File: src/rtl/mem_port_scheduler.sv
// mem_port_scheduler: shares one cacheline adaptor port between the I-cache
// and D-cache. Data requests win arbitration unless the starvation counter
// shows the waiting fetch has lost STARVE_LIMIT times in a row. The winning
// request is captured at grant and drives the adaptor until mem_resp, then a
// single RELEASE bubble lets the requester drop its request before the next
// arbitration.
//
// Handshake: a requester holds its read/write request and address stable until
// its resp pulse; resp is a single-cycle combinational qualifier of the shared
// rdata bus. Toward the adaptor, mem_read/mem_write stay high from the cycle
// after grant through the mem_resp cycle inclusive.
module mem_port_scheduler #(
    parameter int LINE_W       = 256,
    parameter int ADDR_W       = 32,
    parameter int STARVE_LIMIT = 4
) (
    input  logic              clk,
    input  logic              reset_n,
    input  logic              inst_read,
    input  logic [ADDR_W-1:0] inst_addr,
    output logic [LINE_W-1:0] inst_rdata,
    output logic              inst_resp,
    input  logic              data_read,
    input  logic              data_write,
    input  logic [ADDR_W-1:0] data_addr,
    input  logic [LINE_W-1:0] data_wdata,
    output logic [LINE_W-1:0] data_rdata,
    output logic              data_resp,
    output logic              mem_read,
    output logic              mem_write,
    output logic [ADDR_W-1:0] mem_addr,
    output logic [LINE_W-1:0] mem_wdata,
    input  logic [LINE_W-1:0] mem_rdata,
    input  logic              mem_resp,
    output logic              busy
);

    localparam int OFF_W = $clog2(LINE_W / 8);
    localparam int CNT_W = $clog2(STARVE_LIMIT + 1);
    localparam logic [ADDR_W-1:0] ADDR_MASK = {ADDR_W{1'b1}} << OFF_W;
    localparam logic [CNT_W-1:0]  CNT_MAX   = CNT_W'(STARVE_LIMIT);

    typedef enum logic [1:0] {
        ST_IDLE    = 2'd0,
        ST_INST    = 2'd1,
        ST_DATA    = 2'd2,
        ST_RELEASE = 2'd3
    } state_e;

    state_e            state_q, state_d;
    logic [CNT_W-1:0]  cnt_q, cnt_d;
    logic [ADDR_W-1:0] addr_q, addr_d;
    logic [LINE_W-1:0] wdata_q, wdata_d;
    logic              rd_q, rd_d;
    logic              wr_q, wr_d;
    logic              data_req;

    assign data_req = data_read | data_write;

    // Arbitration, grant capture and ownership tracking.
    always_comb begin
        state_d = state_q;
        cnt_d   = cnt_q;
        addr_d  = addr_q;
        wdata_d = wdata_q;
        rd_d    = rd_q;
        wr_d    = wr_q;
        case (state_q)
            ST_IDLE: begin
                if (inst_read && (!data_req || cnt_q == CNT_MAX)) begin
                    state_d = ST_INST;
                    cnt_d   = '0;
                    addr_d  = inst_addr & ADDR_MASK;
                    wdata_d = '0;
                    rd_d    = 1'b1;
                    wr_d    = 1'b0;
                end else if (data_req) begin
                    state_d = ST_DATA;
                    if (inst_read) begin
                        cnt_d = (cnt_q == CNT_MAX) ? cnt_q : cnt_q + CNT_W'(1);
                    end else begin
                        cnt_d = '0;
                    end
                    addr_d  = data_addr & ADDR_MASK;
                    // Read+write together is illegal; the write takes precedence.
                    wdata_d = data_write ? data_wdata : '0;
                    rd_d    = ~data_write;
                    wr_d    = data_write;
                end
            end
            ST_INST, ST_DATA: begin
                if (mem_resp) begin
                    state_d = ST_RELEASE;
                    rd_d    = 1'b0;
                    wr_d    = 1'b0;
                end
            end
            ST_RELEASE: begin
                state_d = ST_IDLE;
            end
            default: begin
                state_d = ST_IDLE;
                rd_d    = 1'b0;
                wr_d    = 1'b0;
            end
        endcase
    end

    // State, counter and captured-request registers with synchronous reset.
    always_ff @(posedge clk) begin
        if (!reset_n) begin
            state_q <= ST_IDLE;
            cnt_q   <= '0;
            addr_q  <= '0;
            wdata_q <= '0;
            rd_q    <= 1'b0;
            wr_q    <= 1'b0;
        end else begin
            state_q <= state_d;
            cnt_q   <= cnt_d;
            addr_q  <= addr_d;
            wdata_q <= wdata_d;
            rd_q    <= rd_d;
            wr_q    <= wr_d;
        end
    end

    assign mem_read   = rd_q;
    assign mem_write  = wr_q;
    assign mem_addr   = addr_q;
    assign mem_wdata  = wdata_q;
    assign busy       = (state_q != ST_IDLE);
    assign inst_rdata = mem_rdata;
    assign data_rdata = mem_rdata;
    assign inst_resp  = (state_q == ST_INST) && mem_resp;
    assign data_resp  = (state_q == ST_DATA) && mem_resp;

endmodule

File: config.mk
export PLATFORM = sky130hd
export DESIGN_NAME = mem_port_scheduler
export DESIGN_NICKNAME = d
export VERILOG_FILES = /design/src/rtl/mem_port_scheduler.sv
export SDC_FILE = /design/constraint.sdc
export NUM_CORES = 1
export LEC_CHECK = 0
export CELL_PAD_IN_SITES_DETAIL_PLACEMENT = 0
export CELL_PAD_IN_SITES_GLOBAL_PLACEMENT = 2
export CORE_AREA = 4 4 544 546
export CTS_BUF_LIST = sky130_fd_sc_hd__clkbuf_16
export CTS_CLUSTER_DIAMETER = 30
export DETAILED_ROUTE_END_ITERATION = 7
export DIE_AREA = 0 0 548 550
export GPL_TIMING_DRIVEN = 0
export PLACE_DENSITY_LB_ADDON = 0.05
export SETUP_SLACK_MARGIN = 0.2
export SLEW_MARGIN = 0
export SYNTH_ARGS = -nofsm -noshare
export SYNTH_HDL_FRONTEND = slang
export SYNTH_SLANG_ARGS = --single-unit
File: constraint.sdc
create_clock -name clk -period 2.65 [get_ports clk]
set_input_delay 0.53 -clock clk [delete_from_list [all_inputs] [get_ports clk]]
set_output_delay 0.53 -clock clk [all_outputs]
set_load 0.05 [all_outputs]
Word level (Yosys, flattened, before mapping). Index checks and enable logic that the tools add are counted.

$add $sub $neg: 1. Bitwise gates (word level): 2. Reductions and logical operators: 14. Multiplexer cells: 20. Equal/unequal tests: 7.

Operator list (count): $mux W256 (3); $mux W32 (2); $mux W3 (4); $mux W2 (3); $pmux W2 S3 (1); $reduce_and A3 Y1 (2); $reduce_bool A2 Y1 (3); $mux W1 (5); $eq A2 B2 Y1 const B (2); $pmux W1 S2 (2); $reduce_and A2 Y1 (2); $add A3 B1 Y3 const B (1); $eq A3 B3 Y1 const B (1); $logic_and A1 B1 Y1 (3); $ne A3 B2 Y1 const B (1); $ne A3 B3 Y1 const B (1); $eq A2 B1 Y1 const B (1); $logic_not A2 Y1 (1); $ne A2 B2 Y1 const B (1); $reduce_or A2 Y1 (1); $logic_not A1 Y1 (1); $logic_or A1 B1 Y1 (1); $not A1 Y1 (1); $or A1 B1 Y1 (1).

Output and inout port bits: 805. Word-level logic and storage cells: 50. Flip-flop bits (word level): 295. Bits of input ports: 582.

Longest topological paths before layout. Gate-level depths: netlist of run 1.

Depth after elaboration: 6. Mapped depth: 8. Depth with buffers taken out: 6.

Worst setup path after synthesis of run 1. OpenSTA, ideal clock, no wires.

Path kind: register -> register. From: reg state_q[0]. To: reg wdata_q[186] (netlist: mem_wdata[186]). Buffers on the path: 3. Cell stages (with the launch flop): 9. Required time: 2.533 ns. Slack: 0.923 ns. Arrival time: 1.610 ns. Period minus slack after synthesis: 1.727 ns. Setup time: 0.117 ns. Cells stage by stage: dfxtp_1 > inv_1 > ha_1 > o31ai_4 > and2_1 > buf_6 > buf_6 > buf_4 > a22o_1.

Word-level cells in the longest chain between the ends: 2.

Ends and longest elaborated chain: start, declared (line 50) `state_e state_q, state_d;`; start signal, assigned (line 119) `state_q <= state_d;`; $logic_not A2 Y1 (line 68) `case (state_q)`; $reduce_and A2 Y1 (no line); end signal, assigned (line 122) `wdata_q <= wdata_d;`; end, declared (line 53) `logic [LINE_W-1:0] wdata_q, wdata_d;`.

No other way between the ends. A chain may end at the register's enable or synchronous reset.

Final worst setup path of run 1.
From: reg wdata_q[242] (netlist: mem_wdata[242]). To: out mem_wdata[242].

RTL lines: end, declared (line 32) `output logic [LINE_W-1:0] mem_wdata,`.

No word-level cell between the ends.

==> results of run 1 <==
==> final timing paths <==
path,to,from,cells past startpoint,slack (ns)
setup / recovery,mem_wdata[242],mem_wdata[242],1,0.31
hold / removal,mem_read,data_write,4,0.26
setup reg to reg,mem_wdata[146],cnt_q[0],8,0.44
hold reg to reg,mem_wdata[195],mem_wdata[195],1,0.47
==> cells by family (layout without fill, tap and decap cells) <==
group | count (synthesis) | after routing | share of synthesized area
AND/OR/NAND/NOR | 56 | 56 | 0.0199
adder cells (fa/ha/maj) | 6 | 6 | 0.00563
other | 1 | 33 | 0.000281
flip-flops | 290 | 290 | 0.435
AO/OA/AOI/OAI | 351 | 351 | 0.207
buffers and inverters | 595 | 1948 | 0.332
==> cell usage in the layout (no fill, tap or decap), drive strengths merged <==
cell type      instances
or3                    1
and3                   1
a21oi                 54
inv                   62
dfxtp                290
nand2b                 1
buf                  578
nand2                 33
o2bb2ai                1
nor4b                  1
nor2b                  4
a22o                 256
o21a                   1
o41ai                  1
nor3                   1
dlygate4sd2          240
a21boi                 2
o311a                  1
nor2                   4
diode                 28
nand4                  1
and4                   1
o22ai                  1
clkbuf               156
and2                   6
clkdlybuf4s15         42
conb                   5
o31ai                  1
clkdlybuf4s50        825
o21ai                 30
ha                     6
nand3                  2
a22oi                  2
a32oi                  1
clkinv                45
==> through the flow <==
| stage | setup slack [ns] | hold WS, ns | total power [mW] |
|---|---|---|---|
| after global routing | 0.203 | 0.215 | 32.5 |
| after global placement | -1.54 | 0.463 | 18.2 |
| after CTS | 0.163 | 0.151 | 31.8 |
| after floorplan | 0.923 | 0.448 | 12.8 |
| after detailed placement | -1.18 | 0.463 | 18.1 |
| final | 0.314 | 0.257 | 30.8 |
==> registers in the layout, indices dropped and copies added (netlist names) <==
signal     flops
cnt_q          3
state_q        2
mem_wdata    256
mem_read       1
mem_write      1
mem_addr      27
==> layout make-up <==
class,instances,area (µm²),area share
Sequential cell,290,5810,0.174
Clock buffer,138,3450,0.103
Multi-Input combinational cell,418,3140,0.0940
Inverter,5,18.8,0.000562
Clock inverter,102,717,0.0215
Timing Repair Buffer,1113,10900,0.325
Antenna cell,28,70.1,0.00210
Buffer,590,4430,0.133
Tap cell,3900,4880,0.146
==> power breakdown <==
| group | switching, mW | internal [mW] |
|---|---|---|
| combinational | 7.82 | 3.45 |
| clock | 4.43 | 9.28 |
| sequential | 0.532 | 5.29 |
==> per-layer routing <==
metal / up-vias / GRT usage / part of all wire
met3: 248 / 0.0633 / 0.16
li1: 6626 / - / -
met5: - / 0 / 0.0021
met2: 961 / 0.141 / 0.49
met1: 6609 / 0.0741 / 0.32
met4: 48 / 0.0206 / 0.022
==> run metrics, run 1 <==
Root Driver clkbuf_16; Die Height ~550 µm; initial antenna violation count 77; # DRC 0; most frequent cell after synthesis buf_4; vias in the first global route 15700; Post-DP HPWL approximately 110 mm; hold_buf cts 0; max-cap viol count 0; most common flop cell mapped by yosys dfxtp_1; Yosys reg bits 290; fmax 0.428 GHz; ratio of cells with drive above 1 in the final layout 0.296; Crit Path Max Fanout 2; Final Hold Violating Endpoints 0; CP cell instances clkdlybuf4s15_1; CP max-delay cell clkdlybuf4s15_1; total track usage 0.0814; Post-Route Setup TNS 0 ns; total number of vias 14500; Finish-stage setup viols 0; number of synthesized flops with an enable pin 0; non-filler cells, final 6584; Vias/cell between 2 and 2.5; IO buf count 1113; data arrival time of the worst path between 1.5 and 2 ns; post-route ant nets 0; Sink Count 290; PD cells 923 nW/µm²; post_cts resized a little under 400; CP max stage delay 0.63 ns; Buf/Inv on CP 1; clock slew seen by the registers of the worst setup and hold paths roughly 0.03 ns; Total Routed Length about 130 mm; Worst EP required ~2.1 ns; Period minus WS final 2.34 ns; Rel. slew slack 0.489; Leakage 14.0 nW; CTS buffer count 137; placed insts 6316; clock latency on the worst-skew pair approximately 0.75 ns; largest net degree at the start of global routing 17; post-synth top area share 0.435; Avg WL per Cell 19.5 µm; clk buf depth 3; H-Tree Depth 4; VDD IR max 475 µV; Area Growth Syn to Fin 150%; fillers roughly 33000; Mapped Area 13300 µm²; YS warnings 0; Iter 0 DRT Violations 505; post-layout util 0.115; cell family with the largest share of critical-path delay buffers and inverters; fin crit share 0.882; Setup Fix Bufs, Post-CTS 0; synth top area cells dfxtp_1 (44%), buf_4 (29%), a22o_1 (17%), buf_6 (2.1%), a21oi_1 (2.0%); Initial Utilization 0.0459; I/O Pins about 1400; most frequent cells after synthesis buf_4 (521), dfxtp_1 (290), a22o_1 (256); global route total overflow 0; number of cell rows 198; class of the worst hold path in -> reg; Post-synth ARST share 0; core area 291000 µm²; CTS tree done; Final GP Congestion 0.746; critical path class reg -> out; Die Area 301000 µm²; Slew Limit Fails 0; worst clock skew roughly 0.052 ns; DIE WIDTH roughly 550 µm; Yosys top cell by area dfxtp_1; cells after synthesis roughly 1300; RSZ-0062 raised after global routing no; first-pass GRT wire length ~160 mm; syn avg cell area 10.3 µm²; nets@finish 3143; Seq/Total Area, Yosys 0.435; Critical Path End Type output port; CP startpoint kind flip-flop; router iterations before antenna repair 4; Slew @ Worst Pin 0.770 ns; Distinct cells, synth 36; post-place instance area 29400 µm²; outcome finished clean; Finished Cell Area approximately 33000 µm²
(Power assumes the default switching activity.)
==> run 2, diff against run 1 <==
--- a/config.mk
+++ b/config.mk
@@ -15,7 +15,7 @@
 export GPL_TIMING_DRIVEN = 0
 export PLACE_DENSITY_LB_ADDON = 0.05
 export SETUP_SLACK_MARGIN = 0.2
-export SLEW_MARGIN = 0
+export SLEW_MARGIN = 20
 export SYNTH_ARGS = -nofsm -noshare
 export SYNTH_HDL_FRONTEND = slang
 export SYNTH_SLANG_ARGS = --single-unit
==> run 2 against run 1 <==
- wire length rose by 0.24%
- sequential power is essentially flat
- register-to-register slack lost 0.04 ns
- worst setup slack worse by 0.0023 ns
- non-clock buffer count is 1 higher
- via count about the same
- critical endpoint unchanged
- clock power is essentially flat
- count of clock-buffer cells in the layout fell by 3
- combinational power about the same
- clock skew is 0.0010 ns lower
- critical path depth unchanged
- first-iteration DRC count up 1.4%
==> run metrics, run 2 (same netlist as run 1, synthesis figures left out) <==
data arrival time of the worst path 1.81 ns (about the same); RSZ-0062 raised after global routing yes; I/O Pins 1387 (unchanged); Initial Utilization 0.0459 (unchanged); outcome finished clean; fillers 33300 (+0.039%); Area Growth Syn to Fin 149%; Buf/Inv on CP 1 (unchanged); clock slew seen by the registers of the worst setup and hold paths 0.04 ns (about the same); Crit Path Max Fanout 2 (unchanged); DIE WIDTH 548 µm (unchanged); Final GP Congestion 0.746 (unchanged); nets@finish 3142 (-0.032%); Worst EP required 2.12 ns (about the same); CP startpoint kind flip-flop; CTS buffer count 135 (-1.5%); router iterations before antenna repair 4 (unchanged); total track usage 0.0816 (+0.000181); cell family with the largest share of critical-path delay buffers and inverters; max reg flops 256 (unchanged); vias in the first global route 15600 (-0.64%); Slew @ Worst Pin 0.865 ns (+0.0956 ns); Vias/cell 2.21 (+0.49%); Die Area 301000 µm² (unchanged); number of cell rows 198 (unchanged); Iter 0 DRT Violations 512 (+1.4%); Slew Limit Fails 0 (unchanged); global route total overflow 0 (unchanged); Total Routed Length 129 mm (+0.24%); Rel. slew slack 0.423 (-0.0658); Root Driver clkbuf_16; post-layout util 0.114 (-0.000482); ratio of cells with drive above 1 in the final layout 0.292 (-0.00362); fin crit share 0.882 (about the same); clock latency on the worst-skew pair 0.76 ns (about the same); critical path class reg -> out; IO buf count 1113 (unchanged); Setup Fix Bufs, Post-CTS 0 (unchanged); CP max stage delay 0.66 ns (+0.03 ns); max-cap viol count 0 (unchanged); Sink Count 290 (unchanged); Avg WL per Cell 19.7 µm (+0.67%); VDD IR max 529 µV (+11%); total number of vias 14500 (+0.062%); Period minus WS final 2.34 ns (+0.00228 ns); most common cell after layout, fill and taps aside clkdlybuf4s50_1; largest net degree at the start of global routing 17 (unchanged); CP cell instances dlygate4sd2_1; non-filler cells, final 6556 (-0.43%); CTS tree done; # DRC 0 (unchanged); core area 291000 µm² (unchanged); Final Hold Violating Endpoints 0 (unchanged); most frequent cells in the layout clkdlybuf4s50_1 (825), buf_4 (524), dfxtp_1 (290); Leakage 13.9 nW (-0.44%); first-pass GRT wire length 162 mm (about the same); post-route ant nets 0 (unchanged); Finish-stage setup viols 0 (unchanged); worst clock skew 0.0509 ns (-0.00103 ns); Post-DP HPWL 113 mm (+0.26%); H-Tree Depth 4 (unchanged); Die Height 550 µm (unchanged); placed insts 6317 (+0.016%); PD cells 921 nW/µm² (-0.25%); initial antenna violation count 70 (-9.1%); Critical Path End Type output port; fmax 0.428 GHz (about the same); class of the worst hold path in -> reg; CP max-delay cell dlygate4sd2_1; clk buf depth 3 (unchanged)
## run 2: cell types whose count changed in the layout (fill, tap and decap cells not counted), moves of 2 or more
cell             previous run  this run
clkbuf_16                 138       135
dlygate4sd2_1             240       243
clkinv_1                   29        23
clkdlybuf4s15_1             5        11
inv_1                      59        52
clkbuf_4                    3         8
buf_1                       2         4
clkbuf_2                    8         4
clkdlybuf4s15_2            37        26
diode_2                    28        15
## run 2: per-layer routing
layer / up-vias / global-route usage / routed length, µm
met5: - / 0 / 277
met4: 46 / 0.0206 / 2940
met3: 246 / 0.0639 / 20800
met2: 964 / 0.141 / 63500
met1: 6647 / 0.0744 / 41500
li1: 6598 / - / -
## run 2: report_power, final
group | internal (mW) | switching [mW]
logic | 3.45 | 7.83
registers | 5.29 | 0.528
clock network | 9.09 | 4.42
total | 17.8 | 12.8
## run 2: path summary, 6_finish.rpt
kind,start,to,slack (ns),cells past startpoint
worst max-delay path,mem_wdata[242],mem_wdata[242],0.31,1
worst min-delay path,data_write,mem_read,0.27,4
worst max register to register,cnt_q[0],mem_wdata[209],0.40,8
worst min register to register,mem_wdata[206],mem_wdata[206],0.46,1
## run 2: area by class of cell
class | count | area [µm²] | share of cell area
Inverter | 5 | 18.8 | 0.000565
Buffer | 590 | 4430 | 0.133
Timing Repair Buffer | 1114 | 10900 | 0.327
Tap cell | 3900 | 4880 | 0.147
Clock buffer | 135 | 3380 | 0.102
Antenna cell | 15 | 37.5 | 0.00113
Clock inverter | 89 | 687 | 0.0207
Multi-Input combinational cell | 418 | 3140 | 0.0944
Sequential cell | 290 | 5810 | 0.175
## run 2: timing repair
action,4_1_cts,5_1_grt
endpoints found under the setup margin,511,138
hold buffers,0,0
gates resized for setup,363,21
## run 2: through the flow
stage / total power [mW] / setup WS, ns / TNS [ns] / hold WS [ns] / instance area [µm²]
3_5_place_dp: 18.1 / -0.701 / -139.04 / 0.462 / 29400
4_1_cts: 31.6 / 0.181 / 0 / 0.175 / 33200
2_1_floorplan: 12.8 / 0.923 / 0 / 0.448 / 13400
3_3_place_gp: 18.2 / -1.54 / -281.88 / 0.463 / 29400
5_1_grt: 32.3 / 0.146 / 0 / 0.205 / 33200
6_report: 30.6 / 0.312 / 0 / 0.267 / 33200
